`config.mk`:
```
export PLATFORM = sky130hd
export DESIGN_NAME = fifo_wr_ptr_ctrl
export DESIGN_NICKNAME = d
export VERILOG_FILES = /design/src/rtl/fifo_pkg.sv /design/src/rtl/fifo_ptr_cmp.sv /design/src/rtl/fifo_wr_ptr_ctrl.sv
export SDC_FILE = /design/constraint.sdc
export NUM_CORES = 1
export LEC_CHECK = 0
export ABC_AREA = 0
export BUFFER_PORTS_ARGS = -buffer_cell sky130_fd_sc_hd__buf_2
export CORE_ASPECT_RATIO = 0.6
export CORE_MARGIN = 10
export CORE_UTILIZATION = 25
export CTS_CLUSTER_DIAMETER = 200
export DETAILED_ROUTE_END_ITERATION = 10
export GPL_TIMING_DRIVEN = 0
export PLACE_DENSITY = 0.57
export SYNTH_ARGS = -nofsm -noshare
export SYNTH_HDL_FRONTEND = slang
export SYNTH_SLANG_ARGS = --single-unit
```
`constraint.sdc`:
```
create_clock -name clk -period 8.88 [get_ports clk]
set_input_delay 2.22 -clock clk [delete_from_list [all_inputs] [get_ports clk]]
set_output_delay 2.22 -clock clk [all_outputs]
set_load 0.05 [all_outputs]
```
`src/rtl/fifo_pkg.sv`:
```
// fifo_pkg: shared helpers for the synchronous FIFO family.
//
// Contents:
//   ptr_width(addr_w)  - pointer width, {wrap, addr} = addr_w + 1 bits
//   fifo_depth(addr_w) - RAM depth, 2**addr_w entries
//   bin2gray(bin)      - binary to reflected gray code, up to 32 bits;
//                        callers cast the result down to their pointer width
package fifo_pkg;

  function automatic int unsigned ptr_width(input int unsigned addr_w);
    return addr_w + 1;
  endfunction

  function automatic int unsigned fifo_depth(input int unsigned addr_w);
    return 32'd1 << addr_w;
  endfunction

  function automatic logic [31:0] bin2gray(input logic [31:0] bin);
    return bin ^ (bin >> 1);
  endfunction

endpackage

```
`src/rtl/fifo_ptr_cmp.sv`:
```
// fifo_ptr_cmp: combinational comparison of a write pointer against a read
// pointer, both {wrap, addr} binary.
//
// Parameters:
//   ADDR_W - RAM address width
// Ports:
//   wptr  in  ADDR_W+1  write pointer {wrap, addr}
//   rptr  in  ADDR_W+1  read pointer {wrap, addr}
//   full  out 1         addresses match while wrap bits differ
//   level out ADDR_W+1  occupancy, (wptr - rptr) mod 2**(ADDR_W+1)
module fifo_ptr_cmp #(
  parameter int unsigned ADDR_W = 10
) (
  input  logic [ADDR_W:0] wptr,
  input  logic [ADDR_W:0] rptr,
  output logic            full,
  output logic [ADDR_W:0] level
);

  // Equal addresses with opposite wrap bits means the writer has lapped the
  // reader by exactly one full depth.
  assign full = (wptr[ADDR_W] != rptr[ADDR_W]) &&
                (wptr[ADDR_W-1:0] == rptr[ADDR_W-1:0]);

  // The extra wrap bit makes the modular difference unambiguous, so a plain
  // unsigned subtraction yields 0..2**ADDR_W for any legal pointer pair.
  assign level = wptr - rptr;

endmodule

```
`src/rtl/fifo_wr_ptr_ctrl.sv`:
```
// fifo_wr_ptr_ctrl: write-side pointer controller for the synchronous FIFO.
//
// Parameters:
//   ADDR_W - RAM address width, depth = 2**ADDR_W
//   AF_TH  - almost_full asserts when free entries <= AF_TH (1..2**ADDR_W-1)
// Ports:
//   clk         in  1         rising-edge clock
//   rst         in  1         asynchronous active-high reset
//   wr          in  1         write request
//   rptr        in  ADDR_W+1  read pointer {wrap, addr} from read controller
//   ovf_clr     in  1         clears sticky overflow
//   fifo_we     out 1         RAM write enable, wr & ~fifo_full (combinational)
//   waddr       out ADDR_W    RAM write address
//   wptr        out ADDR_W+1  registered write pointer {wrap, addr}
//   fifo_full   out 1         combinational full flag
//   almost_full out 1         registered almost-full flag
//   wr_level    out ADDR_W+1  registered fill level, 0..2**ADDR_W
//   overflow    out 1         sticky: write attempted while full
//   wptr_gray   out ADDR_W+1  registered gray code of the pointer
//                             (only when FIFO_WR_GRAY_PTR_EN is defined)
//
// Optional feature macro: FIFO_WR_GRAY_PTR_EN
module fifo_wr_ptr_ctrl
  import fifo_pkg::*;
#(
  parameter int unsigned ADDR_W = 10,
  parameter int unsigned AF_TH  = 4
) (
  input  logic              clk,
  input  logic              rst,
  input  logic              wr,
  input  logic [ADDR_W:0]   rptr,
  input  logic              ovf_clr,
  output logic              fifo_we,
  output logic [ADDR_W-1:0] waddr,
  output logic [ADDR_W:0]   wptr,
  output logic              fifo_full,
  output logic              almost_full,
  output logic [ADDR_W:0]   wr_level,
  output logic              overflow
`ifdef FIFO_WR_GRAY_PTR_EN
  ,
  output logic [ADDR_W:0]   wptr_gray
`endif
);

  localparam int unsigned     PTR_W   = ptr_width(ADDR_W);
  localparam logic [PTR_W-1:0] DEPTH_V = PTR_W'(fifo_depth(ADDR_W));
  localparam logic [PTR_W-1:0] AF_TH_V = PTR_W'(AF_TH);

  logic [PTR_W-1:0] cur_level;
  logic [PTR_W-1:0] we_inc;
  logic [PTR_W-1:0] wptr_next;
  logic [PTR_W-1:0] next_level;
  logic [PTR_W-1:0] free_next;

  fifo_ptr_cmp #(
    .ADDR_W (ADDR_W)
  ) u_cmp (
    .wptr  (wptr),
    .rptr  (rptr),
    .full  (fifo_full),
    .level (cur_level)
  );

  assign fifo_we = wr & ~fifo_full;
  assign waddr   = wptr[ADDR_W-1:0];
  assign we_inc  = {{ADDR_W{1'b0}}, fifo_we};

  // Natural wrap of the PTR_W-bit adder toggles the wrap bit as addr rolls over.
  assign wptr_next = wptr + we_inc;

  // Level against the post-edge pointer; an accepted write can never push
  // past DEPTH because fifo_we is already blocked at full.
  assign next_level = cur_level + we_inc;
  assign free_next  = DEPTH_V - next_level;

  // Pointer, level and almost_full all advance on the same edge so that the
  // flag and the level seen by the requester are always consistent.
  always_ff @(posedge clk or posedge rst) begin
    if (rst) begin
      wptr        <= '0;
      wr_level    <= '0;
      almost_full <= 1'b0;
    end else begin
      wptr        <= wptr_next;
      wr_level    <= next_level;
      almost_full <= (free_next <= AF_TH_V);
    end
  end

  // A set and a clear in the same cycle keep the flag set so a rejected
  // write is never lost behind a software clear.
  always_ff @(posedge clk or posedge rst) begin
    if (rst) begin
      overflow <= 1'b0;
    end else if (wr && fifo_full) begin
      overflow <= 1'b1;
    end else if (ovf_clr) begin
      overflow <= 1'b0;
    end
  end

`ifdef FIFO_WR_GRAY_PTR_EN
  // Gray copy of the post-edge pointer, destined for a cross-domain
  // synchroniser where only one bit may change per increment.
  always_ff @(posedge clk or posedge rst) begin
    if (rst) begin
      wptr_gray <= '0;
    end else begin
      wptr_gray <= PTR_W'(bin2gray(32'(wptr_next)));
    end
  end
`else
  // Without the gray output the binary pointer is the only published form.
`endif

endmodule

```
==> results.ini, run 1 <==
[status]
status = finished, final reports clean

[worst_setup_path]
crit_path_start_kind = input pin
worstRegToRegCells = 15
r2r_slack_ns = 5.11
arrival_ns = 3.82
worstSetupStartpoint = rptr[0]
regToRegEndpoint = almost_full$_DFF_PP0_
worstReg2RegStart = wptr[0]$_DFF_PP0_
path_class = input pin to output pin
path_max_fanout = 3
required_ns = 6.66
crit_path_end = fifo_we
worstSetupEndpointType = output pin

[floorplanning]
start_util_pct = 25.8
num_rows = 22
ios = 51
die_h_um = 81.7
die_area_mm2 = 0.0100
die_w_um = 123
fp.coreArea_mm2 = 0.00614

[sta]
setup_slack_ns = 2.84
fmax_ghz = 0.166
rsz0062_at_grt = no
finClkSkew_ns = 0.00221
slew_headroom_pct = 36.7
fin_crit_ns = 6.04
finalHoldViolCount = 0
finalCritPeriodShare_pct = 68.0
slew_viol_final = 0
setup_viol = 0
tns_ns = 0
worst_slew_pin_slew_ns = 0.949

[synth]
synth_mux_area_share_pct = 0.631
synth_cell_type_count = 30
yosysWarnings = 0
netlist_instances = 162
syn_nets = 200
synth_edf_count = 0
syn_area_mm2 = 0.00159
synth_flop_cell = dfrtp_1
synth-simple-area-share_pct = 15.2
yosys_register_bits = 24
synth_compound_area_share_pct = 7.02
seq_area_frac_synth_pct = 37.9
async_flop_share_pct = 100
synthXorXnorAreaFrac_pct = 11.0
syn_area_per_cell_um2 = 9.79
synth_top_family_by_area = adder cells
synthAdderAreaFrac_pct = 18.6

[power_and_ir_drop]
totalPowerFinal_w = 0.000761
leakage_nw = 1.09
cellPowerDensity_mw_per_mm2 = 384
peakVddDrop_mv = 0.195

[placement]
place_ws_ns = 2.85
gp_congestion = 0.760
hpwl_um = 3410
port_buffers = 50

[cells_and_area]
layout.nets = 255
antenna_cells = 0
area_growth_pct = 25.0
drive_gt1_share_pct = 31.2

[global_route]
gr-total-overflow = 0
grt_pass1_wl_um = 6530
grt_usage_pct = 8.24
grt_max_degree = 25
antenna_found_initial = 0
grt_pass1_vias = 1295

[hold_path]
hold_start = wptr[10]$_DFF_PP0_
hold_depth = 1
hp-class = flop to flop

[clock_network]
cts_hold_buf = 0
cts_sinks = 24
cts_root_buffer = clkbuf_8
cts_resized = 0
cts_tree = done
clockBufferDepth = 2
h-tree-depth = 1
clk_pin_slew_ns = 0.08
clk_latency_ns = 0.26
post-cts-setup-buffer-count = 0
cts_buffers = 3

[routing]
drt_wl_total_um = 4030
drcViolationCount = 0
num_vias = 1268
drt-initial-drc-count = 52
wl_per_cell_um = 13.5
drtAntennaViolNets = 0
drt-pass1-iter-count = 4
via_per_inst = 4.24

[flow_run]
max_cap_viol_count = 0

## report_power, final
part	leakage [nW]	total, W	switching (W)	internal, W
clock network	0.0216	0.0000650	0.0000346	0.0000304
logic	0.775	0.000515	0.000360	0.000155
registers	0.298	0.000180	0.0000310	0.000149
total	1.09	0.000761	0.000426	0.000335
## sequential cells by signal, indices dropped and copies added (netlist names)
register,flops
wptr,11
wr_level,11
almost_full,1
overflow,1
## cells in the final DEF, fill, tap and decap left out, drive strengths merged
cell type   n
fa          1
nor4        2
and4        1
nor2        3
nor2b       2
nand4       3
mux2i       1
xnor2      11
xor2        8
dfrtp      24
a211oi      1
inv        21
ha         22
or4         1
nand2b      2
a21oi       8
nand3       9
and3        4
o211ai      2
nor3        4
clkbuf      3
or3         3
a21o        2
nand2       9
and2        2
buf        60
o21ai       6
## synthesized netlist by cell type (2+ instances only)
cell type  instances  area (um2)
dfrtp_1           24         601
ha_1              22         275
inv_1             21        78.8
xnor2_1           11        96.3
buf_4             10        75.1
nand2_1            9        33.8
nand3_1            9        45.0
a21oi_1            8        40.0
xor2_1             7        61.3
o21ai_0            5        25.0
nor3_1             4        20.0
and3_1             3        18.8
nand4_1            3        18.8
nor2_1             3        11.3
or3_1              3        18.8
a21o_1             2        15.0
nand2b_1           2        12.5
nor2b_1            2        12.5
nor4_1             2        12.5
o211ai_1           2        15.0
## routing by layer
layer | share of wire, % | GRT usage (%) | wire, um | vias up
li1 | - | - | - | 646
met1 | 54 | 11.8 | 2160 | 578
met2 | 36 | 10.8 | 1460 | 42
met3 | 9.9 | 4.18 | 397 | 2
met4 | 0.27 | 1.05 | 11 | 0
met5 | 0 | 0 | 0 | -
## worst max-delay path: stages
cell and delay [ns]:
buf_2 0.10, ha_1 0.34, nand4_1 0.11, nor4_1 0.59, nor2b_1 0.19, buf_2 0.26
## kinds of logic (layout without fill, tap and decap cells)
family / after synthesis / in the layout
adder cells (fa/ha/maj): 23 / 23
flip-flops: 24 / 24
XOR/XNOR: 19 / 19
AND/OR/NAND/NOR: 45 / 45
buffers and inverters: 31 / 84
AO/OA/AOI/OAI: 19 / 19
multiplexers: 1 / 1
## how the worst min path moves through the flow
stage                                      end  slack [ns]
after global placement      wptr[10]$_DFF_PP0_        0.50
after global routing        wptr[10]$_DFF_PP0_        0.55
final                       wptr[10]$_DFF_PP0_        0.52
after floorplan           overflow$_DFFE_PP0P_        0.75
after CTS                   wptr[10]$_DFF_PP0_        0.52
after detailed placement    wptr[10]$_DFF_PP0_        0.51
## area by class of cell
cell class	instances	area, um2
Fill cell	656	4160
Multi-Input combinational cell	107	832
Sequential cell	24	601
Timing Repair Buffer	50	250
Tap cell	84	105
Inverter	21	78.8
Buffer	10	75.1
Clock buffer	3	41.3
## per-stage QoR
| step | area, um2 | hold WS (ns) | utilization, % | instances |
|---|---|---|---|---|
| floorplan | 1590 | 0.748 | - | 162 |
| global placement | 1940 | 0.501 | 31.6 | 296 |
| detailed placement | 1940 | 0.508 | 31.6 | 296 |
| CTS | 1980 | 0.524 | 32.3 | 299 |
| global route | 1980 | 0.547 | 32.3 | 299 |
| finish | 1980 | 0.521 | 32.3 | 299 |
No activity file was read; power rests on OpenSTA's default activity.
==> run 2, diff against run 1 <==
--- a/config.mk
+++ b/config.mk
@@ -13,7 +13,7 @@
 export CTS_CLUSTER_DIAMETER = 200
 export DETAILED_ROUTE_END_ITERATION = 10
 export GPL_TIMING_DRIVEN = 0
-export PLACE_DENSITY = 0.57
+export PLACE_DENSITY = 0.59
 export SYNTH_ARGS = -nofsm -noshare
 export SYNTH_HDL_FRONTEND = slang
 export SYNTH_SLANG_ARGS = --single-unit
==> constraint.sdc (replaced) <==
create_clock -name clk -period 5.12 [get_ports clk]
set_input_delay 1.28 -clock clk [delete_from_list [all_inputs] [get_ports clk]]
set_output_delay 1.28 -clock clk [all_outputs]
set_load 0.05 [all_outputs]
==> run 2 against run 1 <==
Compared with the run above: power grew 74%; final cell count is the same; sequential power grew 73%; largest cell class unchanged; sequential share of layout area shrank 0.23 points; die area is the same; critical endpoint is now almost_full$_DFF_PP0_.
==> results.ini, run 2 (same netlist as run 1, synthesis figures left out) <==
[status]
status = finished, final reports clean

[power_and_ir_drop]
p_seq_share_pct = 23.5  ; -0.2 points
p_int_w = 0.000582  ; +74%
switchingPower_w = 0.000743  ; +75%
combPwrFrac_pct = 67.9  ; about the same
peakVddDrop_mv = 0.266  ; +36%
p_sw_share_pct = 56.1  ; +0.098 points
leakage_nw = 1.10  ; +0.52%
cellPowerDensity_mw_per_mm2 = 663  ; +73%
power_frac_clock_pct = 8.6  ; about the same

[worst_setup_path]
path_class = input pin to flop
arrival_ns = 4.68  ; +0.86 ns
crit_path_start_kind = input pin
required_ns = 5.31  ; -1.35 ns
path_max_fanout = 3  ; unchanged
worstSetupEndpointType = flop

[placement]
place_ws_ns = 0.390  ; -2.46 ns
hpwl_um = 3490  ; +2.2%
port_buffers = 50  ; unchanged
gp_congestion = 0.808  ; +6.3%

[clock_network]
clk_pin_slew_ns = 0.08  ; about the same
cts_buffers = 3  ; unchanged
cts_tree = done
cts_sinks = 24  ; unchanged
clk_latency_ns = 0.27  ; about the same
cts_hold_buf = 0  ; unchanged
post-cts-setup-buffer-count = 0  ; unchanged
cts_root_buffer = clkbuf_8
clockBufferDepth = 2  ; unchanged
cts_resized = 0  ; unchanged
h-tree-depth = 1  ; unchanged

[sta]
setup_slack_ns = 0.624  ; -2.22 ns
tns_ns = 0  ; unchanged
finalCritPeriodShare_pct = 87.8
finClkSkew_ns = 0.00148  ; -0.000733 ns
fmax_ghz = 0.222
slew_headroom_pct = 34.5  ; -2.1 points
rsz0062_at_grt = no
setup_viol = 0  ; unchanged
worst_slew_pin_slew_ns = 0.981  ; +0.0322 ns
slew_viol_final = 0  ; unchanged
fin_crit_ns = 4.50
finalHoldViolCount = 0  ; unchanged

[global_route]
gr-total-overflow = 0  ; unchanged
grt_max_degree = 25  ; unchanged
grt_pass1_vias = 1255  ; -3.1%
antenna_found_initial = 0  ; unchanged
grt_usage_pct = 8.31  ; +0.071 points
grt_pass1_wl_um = 6580  ; +0.63%

[cells_and_area]
drive_gt1_share_pct = 31.6  ; +0.47 points
layout.nets = 255  ; unchanged
antenna_cells = 0  ; unchanged
area_growth_pct = 25.9
final_cell_mix = 50 x buf_2, 24 x dfrtp_1, 22 x ha_1
top_regs = wptr x11, wr_level x11
mostFrequentLayoutCell = buf_2

[routing]
drt_wl_total_um = 4160  ; +3.4%
drtAntennaViolNets = 0  ; unchanged
wl_per_cell_um = 13.9  ; +3.4%
drt-initial-drc-count = 62  ; +19%
drt-pass1-iter-count = 4  ; unchanged
drcViolationCount = 0  ; unchanged
num_vias = 1258  ; -0.79%
via_per_inst = 4.21  ; -0.79%

[floorplanning]
die_area_mm2 = 0.0100  ; unchanged
num_rows = 22  ; unchanged
start_util_pct = 25.8  ; unchanged
fp.coreArea_mm2 = 0.00614  ; unchanged
ios = 51  ; unchanged
die_h_um = 81.7  ; unchanged
die_w_um = 123  ; unchanged

[hold_path]
hp-class = flop to flop

[flow_run]
max_cap_viol_count = 0  ; unchanged

## run 2: critical path, stage by stage
cell and delay, ns:
buf_2 0.10, ha_1 0.35, nand4_1 0.16, nor4_4 0.08, nor2b_1 0.26, ha_1 0.24, inv_1 0.06, fa_1 0.39
nand2b_1 0.18, a211oi_1 0.39, o211ai_1 0.21, a21oi_1 0.16, o211ai_1 0.15, or4_1 0.48, mux2i_1 0.16
## run 2: metal layers
| layer | GRT usage, % | up-vias | wire length (um) |
|---|---|---|---|
| met5 | 0 | - | 0 |
| met4 | 0.703 | 0 | 0 |
| met3 | 3.90 | 0 | 380 |
| met2 | 10.6 | 41 | 1530 |
| met1 | 12.4 | 571 | 2250 |
| li1 | - | 646 | - |
## run 2: worst paths after layout
kind,startpoint,endpoint,depth (start not counted),slack [ns]
setup / recovery,rptr[0],almost_full$_DFF_PP0_,15,0.62
hold / removal,wptr[10]$_DFF_PP0_,wptr[10]$_DFF_PP0_,1,0.52
setup reg to reg,wptr[6]$_DFF_PP0_,almost_full$_DFF_PP0_,14,1.29
hold reg to reg,wptr[10]$_DFF_PP0_,wptr[10]$_DFF_PP0_,1,0.52
max in group asynchronous,rst,wr_level[5]$_DFF_PP0_,2,3.30
min in group asynchronous,rst,wr_level[10]$_DFF_PP0_,2,1.23
## run 2: cell type report
class | count | area [um2]
fill | 663 | 4140
multi-input combinational | 107 | 847
sequential | 24 | 601
timing repair buffer | 50 | 250
tap | 84 | 105
inverter | 21 | 78.8
buffer | 10 | 75.1
clock buffer | 3 | 41.3
## run 2: through the flow
step	cells	hold slack, ns	cell area (um2)	util [%]	total power [W]
floorplan	162	0.748	1600	-	0.00102
global placement	296	0.502	1960	31.9	0.00121
detailed placement	296	0.513	1960	31.9	0.00122
CTS	299	0.529	2000	32.6	0.00134
global route	299	0.543	2000	32.6	0.00143
finish	299	0.522	2000	32.6	0.00133
## run 2: power by group through the flow
| stage | clock (W) | sequential, W | combinational [W] |
|---|---|---|---|
| final | 0.000114 | 0.000311 | 0.000900 |
| after detailed placement | 0 | 0.000315 | 0.000905 |
| after global placement | 0 | 0.000313 | 0.000893 |
| after floorplan | 0 | 0.000539 | 0.000476 |
| after global routing | 0.000129 | 0.000326 | 0.000973 |
| after CTS | 0.000120 | 0.000312 | 0.000909 |
